File: src/rtl/snn_interfaces_pkg.sv
// Shared types and helpers for the packed-coordinate spike interface.
package snn_interfaces_pkg;

   localparam int DEFAULT_COORD_BITS = 8;
   localparam int DEFAULT_CHANNELS   = 6;
   localparam int DEFAULT_CH_BITS    = (DEFAULT_CHANNELS > 1) ? $clog2(DEFAULT_CHANNELS) : 1;

   typedef struct packed {
      logic [DEFAULT_COORD_BITS-1:0] x;
      logic [DEFAULT_COORD_BITS-1:0] y;
   } vec2_t;

   typedef struct packed {
      logic [DEFAULT_CH_BITS-1:0] ch;
      vec2_t                      coord;
   } spike_event_t;

   // x lands in the upper half of the packed word, y in the lower half.
   function automatic vec2_t pack_coordinates(input logic [DEFAULT_COORD_BITS-1:0] x,
                                              input logic [DEFAULT_COORD_BITS-1:0] y);
      vec2_t v;
      v.x = x;
      v.y = y;
      return v;
   endfunction

endpackage

File: src/rtl/lsb_priority_encoder.sv
// Combinational lowest-set-bit finder: index of the lowest 1 plus an any flag.
module lsb_priority_encoder #(
   parameter  int WIDTH = 32,
   localparam int IDX_W = (WIDTH > 1) ? $clog2(WIDTH) : 1
) (
   input  logic [WIDTH-1:0] vec,
   output logic [IDX_W-1:0] idx,
   output logic             any
);

   always_comb begin
      idx = '0;
      for (int i = WIDTH - 1; i >= 0; i--) begin
         if (vec[i]) idx = IDX_W'(i);
      end
   end

   assign any = |vec;

endmodule

File: src/rtl/spike_event_encoder.sv
// Serialises one row of spikes per transaction into per-spike {x,y}/channel events.
// Optional SPIKE_ENC_STATS_EN adds a saturating per-frame event counter (ev_count).
//
// state  | meaning
// IDLE   | row_ready high, waiting for a row
// SCAN   | emitting one event per handshake, lowest remaining x first
module spike_event_encoder
   import snn_interfaces_pkg::*;
#(
   parameter  int COORD_BITS = 8,
   parameter  int IMG_WIDTH  = 32,
   parameter  int IMG_HEIGHT = 32,
   parameter  int CHANNELS   = 6,
   localparam int CH_BITS    = (CHANNELS > 1) ? $clog2(CHANNELS) : 1
) (
   input  logic                    clk,
   input  logic                    rst_n,
   input  logic                    row_valid,
   output logic                    row_ready,
   input  logic [IMG_WIDTH-1:0]    row_spikes,
   input  logic [COORD_BITS-1:0]   row_y,
   input  logic [CH_BITS-1:0]      row_ch,
   input  logic                    row_last,
   output logic                    ev_valid,
   input  logic                    ev_ready,
   output logic [2*COORD_BITS-1:0] ev_coord,
   output logic [CH_BITS-1:0]      ev_ch,
   output logic                    frame_done,
   output logic                    err_sticky
`ifdef SPIKE_ENC_STATS_EN
   ,
   output logic [31:0]             ev_count
`endif
);

   localparam int X_BITS = (IMG_WIDTH > 1) ? $clog2(IMG_WIDTH) : 1;
   localparam logic [COORD_BITS:0] HEIGHT_LIM = (COORD_BITS + 1)'(IMG_HEIGHT);

   localparam logic [0:0] S_IDLE = 1'b0;
   localparam logic [0:0] S_SCAN = 1'b1;

   if (IMG_WIDTH > 2 ** COORD_BITS) begin : g_width_check
      $error("IMG_WIDTH exceeds the range of one coordinate");
   end

   logic [0:0]            state_q, state_d;
   logic [IMG_WIDTH-1:0]  rem_q, rem_d;
   logic [COORD_BITS-1:0] y_q, y_d;
   logic [CH_BITS-1:0]    ch_q, ch_d;
   logic                  last_q, last_d;
   logic                  err_q, err_d;
   logic                  fd_q, fd_d;
   logic                  rdy_q;

   logic [X_BITS-1:0]       pe_idx;
   logic                    pe_any;
   logic [COORD_BITS-1:0]   x_min;
   logic [IMG_WIDTH-1:0]    rem_next;
   logic [2*COORD_BITS-1:0] coord_w;
   logic                    last_hs;

   lsb_priority_encoder #(.WIDTH(IMG_WIDTH)) u_pe (
      .vec (rem_q),
      .idx (pe_idx),
      .any (pe_any)
   );

   assign x_min = COORD_BITS'(pe_idx);

   if (COORD_BITS == DEFAULT_COORD_BITS) begin : g_pkg_pack
      vec2_t packed_c;
      assign packed_c = pack_coordinates(x_min, y_q);
      assign coord_w  = packed_c;
   end else begin : g_wide_pack
      assign coord_w = {x_min, y_q};
   end

   // Clearing the lowest set bit; matches the bit the encoder points at.
   assign rem_next = rem_q & (rem_q - IMG_WIDTH'(1));

   assign row_ready  = rdy_q && (state_q == S_IDLE);
   assign ev_valid   = (state_q == S_SCAN) && pe_any;
   assign ev_coord   = ev_valid ? coord_w : '0;
   assign ev_ch      = ev_valid ? ch_q : '0;
   assign last_hs    = ev_valid && ev_ready && (rem_next == '0);
   assign frame_done = fd_q || (last_hs && last_q);
   assign err_sticky = err_q;

   always_comb begin
      state_d = state_q;
      rem_d   = rem_q;
      y_d     = y_q;
      ch_d    = ch_q;
      last_d  = last_q;
      err_d   = err_q;
      fd_d    = 1'b0;
      case (state_q)
         S_IDLE: begin
            if (row_valid && row_ready) begin
               y_d    = row_y;
               ch_d   = row_ch;
               last_d = row_last;
               if ({1'b0, row_y} >= HEIGHT_LIM) begin
                  err_d = 1'b1;
                  fd_d  = row_last;
                  rem_d = '0;
               end else if (row_spikes == '0) begin
                  fd_d  = row_last;
                  rem_d = '0;
               end else begin
                  rem_d   = row_spikes;
                  state_d = S_SCAN;
               end
            end
         end
         S_SCAN: begin
            if (ev_valid && ev_ready) begin
               rem_d = rem_next;
               if (rem_next == '0) state_d = S_IDLE;
            end
         end
         default: state_d = S_IDLE;
      endcase
   end

   always_ff @(posedge clk or negedge rst_n) begin
      if (!rst_n) begin
         state_q <= S_IDLE;
         rem_q   <= '0;
         y_q     <= '0;
         ch_q    <= '0;
         last_q  <= 1'b0;
         err_q   <= 1'b0;
         fd_q    <= 1'b0;
         rdy_q   <= 1'b0;
      end else begin
         state_q <= state_d;
         rem_q   <= rem_d;
         y_q     <= y_d;
         ch_q    <= ch_d;
         last_q  <= last_d;
         err_q   <= err_d;
         fd_q    <= fd_d;
         rdy_q   <= 1'b1;
      end
   end

`ifdef SPIKE_ENC_STATS_EN
   logic [31:0] cnt_q, cnt_d;

   // The count seen during a frame_done cycle is held for that cycle, then cleared.
   always_comb begin
      cnt_d = cnt_q;
      if (frame_done) cnt_d = '0;
      else if (ev_valid && ev_ready && (cnt_q != '1)) cnt_d = cnt_q + 32'd1;
   end

   always_ff @(posedge clk or negedge rst_n) begin
      if (!rst_n) cnt_q <= '0;
      else        cnt_q <= cnt_d;
   end

   assign ev_count = cnt_q;
`endif

endmodule

File: config.mk
export PLATFORM = sky130hd
export DESIGN_NAME = spike_event_encoder
export DESIGN_NICKNAME = d
export VERILOG_FILES = /design/src/rtl/snn_interfaces_pkg.sv /design/src/rtl/lsb_priority_encoder.sv /design/src/rtl/spike_event_encoder.sv
export SDC_FILE = /design/constraint.sdc
export NUM_CORES = 1
export LEC_CHECK = 0
export ABC_AREA = 1
export BUFFER_PORTS_ARGS = -buffer_cell sky130_fd_sc_hd__buf_2
export CELL_PAD_IN_SITES_DETAIL_PLACEMENT = 2
export CELL_PAD_IN_SITES_GLOBAL_PLACEMENT = 2
export CORE_ASPECT_RATIO = 1.25
export CORE_MARGIN = 2
export CORE_UTILIZATION = 31
export CTS_CLUSTER_SIZE = 30
export DETAILED_ROUTE_END_ITERATION = 7
export GPL_TIMING_DRIVEN = 0
export PLACE_DENSITY_LB_ADDON = 0.1
export SLEW_MARGIN = 10
export SYNTH_ARGS = -nofsm -noshare
export SYNTH_HDL_FRONTEND = slang
export SYNTH_SLANG_ARGS = --single-unit
File: constraint.sdc
create_clock -name clk -period 4.65 [get_ports clk]
set_input_delay 0.2325 -clock clk [delete_from_list [all_inputs] [get_ports clk]]
set_output_delay 0.2325 -clock clk [all_outputs]
set_load 0.01 [all_outputs]
* Word-level counts from Yosys, hierarchy flattened *
Index checks and enable logic that the tools add are counted.

cells by class
  $lt $le $gt $ge = 1
  mux-type cells = 49
  add/subtract/negate cells = 1
  reduce and logical (&&, ||, !) cells = 13
  bitwise logic cells = 2
  equality and inequality tests = 2

operator list
  kind                                                               count
  2-to-1 mux 5 bit                                                   32
  2-to-1 mux 32 bit                                                  4
  logical NOT 32 bit                                                 2
  one-hot mux 32 bit (2 select lines)                                1
  bitwise AND 32 bit                                                 1
  OR reduction 32 bit                                                1
  subtractor 32 x 1 -> 32 bit, second input constant                 1
  2-to-1 mux 13 bit                                                  1
  2-to-1 mux 1 bit                                                   9
  greater-or-equal comparator 8 x 6 -> 1 bit, second input constant  1
  logical AND 1 bit                                                  6
  != test 2 x 1 -> 1 bit, second input constant                      2
  AND reduction 2 bit                                                2
  2-to-1 mux 3 bit                                                   1
  AND reduction 3 bit                                                1
  one-hot mux 1 bit (2 select lines)                                 1
  logical OR 1 bit                                                   1
  inverter 1 bit                                                     1

storage, ports and cells
  word-level logic and storage cells = 76
  output and inout port bits = 23
  bits in registers = 48
  bits of input ports = 48

* Logic depth before layout (Yosys ltp) *
  depth after elaboration = 33
  depth in mapped cells = 31
  mapped depth without buffers = 31

* Modules after synthesis *
From an unflattened synthesis, not the netlist that was laid out.

unflattened totals
  cell total of the unflattened synthesis = 577
  area total of the unflattened synthesis = 3607.2 um2

by module, submodules not included
  module                times used  area each (um2)  sequential area each (um2)  cells an instance
  spike_event_encoder   1           3136.8           1201.2                      470
  lsb_priority_encoder  1           470.5            0.0                         107

* Worst setup path after synthesis *
Ideal clock, no wire load.

  path kind = flip-flop to output port
  from = register rem_q[0]
  to = output port frame_done
  cell stages (with the launch flop) = 18
  required time = 4.418 ns
  path buffers = 0
  path slack = 2.212 ns
  arrival time = 2.205 ns
  cells stage by stage = dfrtp_1 > nor2_2 > inv_2 > nor2_2 > inv_2 > nor2_4 > inv_2 > nor2_4 > inv_2 > nor2_8 > nand4_4 > nor2_4 > nand2_2 > o31ai_4 > nand4_1 > nor4_2 > nand4_1 > o21bai_1

on the way
  word-level cells in the longest chain between the ends = 6
  elaborated cells between the ends (all ways) = 9
  classes of those cells = add/sub: 1; bitwise: 1; reduce/logical: 7

RTL lines
  what                                                                       line                                                   source
  from (decl)                                                                spike_event_encoder.sv:47                              logic [IMG_WIDTH-1:0] rem_q, rem_d;
  from (signal assigned)                                                     spike_event_encoder.sv:138                             rem_q <= rem_d;
  subtractor 32 x 1 -> 32 bit / OR reduction 32 bit (equally long branches)  spike_event_encoder.sv:79, lsb_priority_encoder.sv:18
  bitwise AND 32 bit / logical AND 1 bit (equally long branches)             spike_event_encoder.sv:79, spike_event_encoder.sv:82
  logical NOT 32 bit / logical AND 1 bit (equally long branches)             spike_event_encoder.sv:85                              assign last_hs = ev_valid && ev_ready && (rem_next == '0);
  logical AND 1 bit *                                                        spike_event_encoder.sv:85
  logical AND 1 bit *                                                        spike_event_encoder.sv:86                              assign frame_done = fd_q || (last_hs && last_q);
  logical OR 1 bit *                                                         spike_event_encoder.sv:86
  to (decl)                                                                  spike_event_encoder.sv:28                              output logic frame_done,

Every way passes the cells marked *; elsewhere a longest branch is shown, timed or not.

* Worst setup path in the final report *
  from = register rem_q[4]
  to = output port frame_done

The elaborated chain is that of the path after synthesis.

==> run_results.csv <==
group,metric,value,unit
routing,num_vias,3263,
pwr,power_frac_clock,20.3,%
pwr,powerDensity,701,mW/mm^2
synth,synth_top_cell_by_area,"dfrtp_1",
clock_network,post_cts_buffers,0,
finish,final_cells,661,
clock_network,htree_levels,2,
global_route,antenna_found_initial,0,
finish,area_growth,23.5,%
floorplanning,die_width,92.7,um
setup_path,slowest_delay,410,ps
placement,gp_congestion,0.876,
global_route,grtUsageMet1,26.5,%
global_route,grt-busiest-layer,"met2",
routing,drtAntennaViolNets,0,
clock_network,cts_resized,0,
setup_path,crit_buf_inv,3,
timing,hold_viol,48,
pwr,p_comb_share,54.1,%
routing,wl_per_cell,17.1,um
timing,timing.max_slew.rel_slack,54.8,%
routing,drt-pass1-iter-count,4,
timing,fin_crit_sh,71.8,%
setup_path,slowest_stage,"dfrtp_1",
setup_path,cp.required,4420,ps
outcome,violations,"negative hold slack",
global_route,met3_usage,3.67,%
setup_path,endpoint_kind,"primary output",
placement,hpwl,8.83,mm
floorplanning,core,0.00961,mm^2
timing,fmax,300,MHz
global_route,grt_util_all_layers,22.5,%
pwr,power.leakage,1.84,nW
floorplanning,die_h,115,um
floorplanning,initial_core_util,31.8,%
synth,yosysWarningCount,0,
finish,drive_above_1_share,17.6,%
routing,drc_errors,0,
timing,rsz0062_at_grt,"false",
hold_path,hold_path.class,"input pin to async pin",
global_route,grt-ovfl-total,0,
finish,fill_cells,1224,
timing,period_minus_slack,3340,ps
timing,worst_pin_slew,678,ps
routing,drt_wl_total,11.3,mm
synth,ys_types,31,
synth,synthCells,458,
pwr,worst_ir_drop_vdd,0.000208,V
synth,avgSynthCellArea,6.66,um^2
synth,ys_seq_area_share,39.4,%
setup_path,worstSetupPathType,"flop to primary output",
setup_path,crit_fanout,4,
placement,io_buffers,67,
timing,setup_viol,0,
routing,drt_iter0_markers,81,
pwr,switching_share,48.4,%
synth,ys_ff_latch,48,
clock_network,cts_tree,"built",
pwr,power.switching,1.28,mW
finish,final_util,39.2,%
placement,placed_cell_area,0.00355,mm^2
finish,fin_area,0.00377,mm^2
floorplanning,dieArea,0.0107,mm^2
setup_path,crit_family,"simple AND/OR/NAND/NOR gates",
setup_path,cp_cell_sequence,"nor2_1 -> nand2_1 -> nor2_4 -> inv_2 -> nor2_4 -> inv_2 -> nor2_8 -> nand4_4 -> nor2_4 -> nand2_2 -> o31ai_4 -> nand4_1 -> nor4_2 -> nand4_1 -> o21bai_1 -> buf_2",
setup_path,cp_data_arrival_time,3100,ps
pwr,p_int,1.36,mW
timing,finalSetupTns,0,ps
timing,final_max_slew_viol_count,0,
synth,synth_top_area_share,39.4,%
outcome,outcome,"finished with violations",
flow_run,maxCapViolCount,0,
pwr,p_seq_share,25.5,%
clock_network,path_clk_slew,70,ps
synth,mappedNetlistArea,0.00305,mm^2
clock_network,cts_sinks,48,
setup_path,startpoint_type,"flop",
clock_network,worstSkewPairLatency,300,ps
global_route,grt_pass1_vias,3746,
finish,insertedDiodeCount,0,
global_route,met2_usage,42.7,%
global_route,grt_pass1_wl,18.6,mm
placement,dp_cells,653,
timing,hold_ws,-29.9,ps
finish,layout.nets,582,
floorplanning,fp-row-count,40,
routing,viasPerCell,4.94,
timing,skew,4.46,ps
floorplanning,pin_count,71,
clock_network,cts-buffers-inserted,5,
setup_path,cpMostUsedCell,"nor2_4",
clock_network,cts_root_buffer,"clkbuf_16",
synth,synth_area_leaders,"dfrtp_1 (39%), nand2_1 (16%), o21ai_0 (11%)",
global_route,grt_max_degree,49,
clock_network,clk_path_buf_depth,2,
clock_network,cts_hold_buf,0,
[worst register-to-register path, stage by stage (launching register included)]
cell and delay (ps):
dfrtp_1 410, nor2_1 210, nand2_1 150, nor2_4 200
inv_2 80, nor2_4 90, inv_2 80, nor2_8 120
nand4_4 100, nor2_4 130, nand2_2 100, o31ai_4 200
nand4_1 130, nor4_2 230, nand4_1 220, nand2_1 100
o21ai_1 80
[Yosys cell counts]
cell       number
nand2_1       134
o21ai_0        70
inv_1          66
nor2_1         49
dfrtp_1        48
clkbuf_1       16
a21oi_1        11
nor4_1          9
nand4_1         8
a31oi_1         6
nand3_1         6
nor3_1          5
inv_2           4
buf_4           3
nor2_4          3
o21ai_1         3
conb_1          2
nor2_2          2
a21o_1          1
a22oi_1         1
mux2_2          1
nand2_2         1
nand4_4         1
nor2_8          1
nor4_2          1
o2111ai_1       1
o211ai_1        1
o21bai_1        1
o31ai_1         1
o31ai_4         1
or2_2           1
[power by group through the flow]
stage / sequential [mW] / clock, mW / combinational [mW]
2_1_floorplan: 0.650 / 0 / 0.960
3_3_place_gp: 0.673 / 0 / 1.39
3_5_place_dp: 0.683 / 0 / 1.45
4_1_cts: 0.676 / 0.546 / 1.46
5_1_grt: 0.695 / 0.559 / 1.63
6_report: 0.675 / 0.536 / 1.43
[registers in the layout, summed over array words and instances, names as in the netlist]
signal and count:
ch_q 3, fd_q 1, err_sticky 1, rem_q 32
last_q 1, rdy_q 1, y_q 8, state_q 1
[final timing paths]
| check | from | endpoint | slack [ps] | cells after the start |
|---|---|---|---|---|
| worst max-delay path | rem_q[4] | frame_done | 1310 | 16 |
| worst min-delay path | rst_n | y_q[2] | -30 | 1 |
| worst max register to register | rem_q[4] | state_q | 1870 | 16 |
| worst min register to register | err_sticky | err_sticky | 470 | 1 |
| max in group asynchronous | rst_n | rem_q[10] | 4230 | 1 |
| min in group clk | row_y[0] | y_q[0] | 150 | 3 |
[metal layers]
metal	part of all wire, %	up-vias
met2	53	60
met1	42	1589
li1	-	1602
met3	3.5	12
met4	1.4	0
met5	0	-
[final cells by class]
type                       instances  area [um^2]  share of cell area (%)
buffer                            19         82.6                    2.19
clock buffer                       5          125                    3.32
clock inverter                     3         90.1                    2.39
inverter                          70          263                    6.97
multi-input combinational        323         1510                    40.1
sequential                        48         1200                    31.9
tap                              126          158                    4.18
timing repair buffer              67          338                    8.96
[cell usage in the layout (no fill, tap or decap), types with 2 or more instances in the layout]
cell type | netlist | routed
buf_4 | 3 | 4
nor2_4 | 3 | 3
nor4_1 | 9 | 9
inv_2 | 4 | 4
nor3_1 | 5 | 5
bufinv_16 | 0 | 3
clkbuf_16 | 0 | 5
nand4_1 | 8 | 8
a21oi_1 | 11 | 11
dfrtp_1 | 48 | 48
inv_1 | 66 | 66
nand3_1 | 6 | 6
nand2_1 | 134 | 134
nor2_1 | 49 | 49
o21ai_1 | 3 | 3
o21ai_0 | 70 | 70
a31oi_1 | 6 | 6
conb_1 | 2 | 4
nor2_2 | 2 | 2
clkbuf_1 | 16 | 16
buf_2 | 0 | 66
[metrics by stage]
stage	power, mW	setup WS (ps)
after global routing	2.89	1060
after global placement	2.06	1660
after floorplan	1.61	2210
after CTS	2.69	1280
final	2.64	1310
after detailed placement	2.13	1620
[logic make-up (layout without fill, tap and decap cells)]
| kind of cell | count (synthesis) | after routing | synth area share [%] |
|---|---|---|---|
| buf+inv | 89 | 164 | 11.3 |
| compound gates | 97 | 97 | 17.2 |
| flops | 48 | 48 | 39.4 |
| mux | 1 | 1 | 0.369 |
| simple gates | 221 | 221 | 31.5 |
| other cells | 2 | 4 | 0.246 |
(Power assumes the default switching activity.)
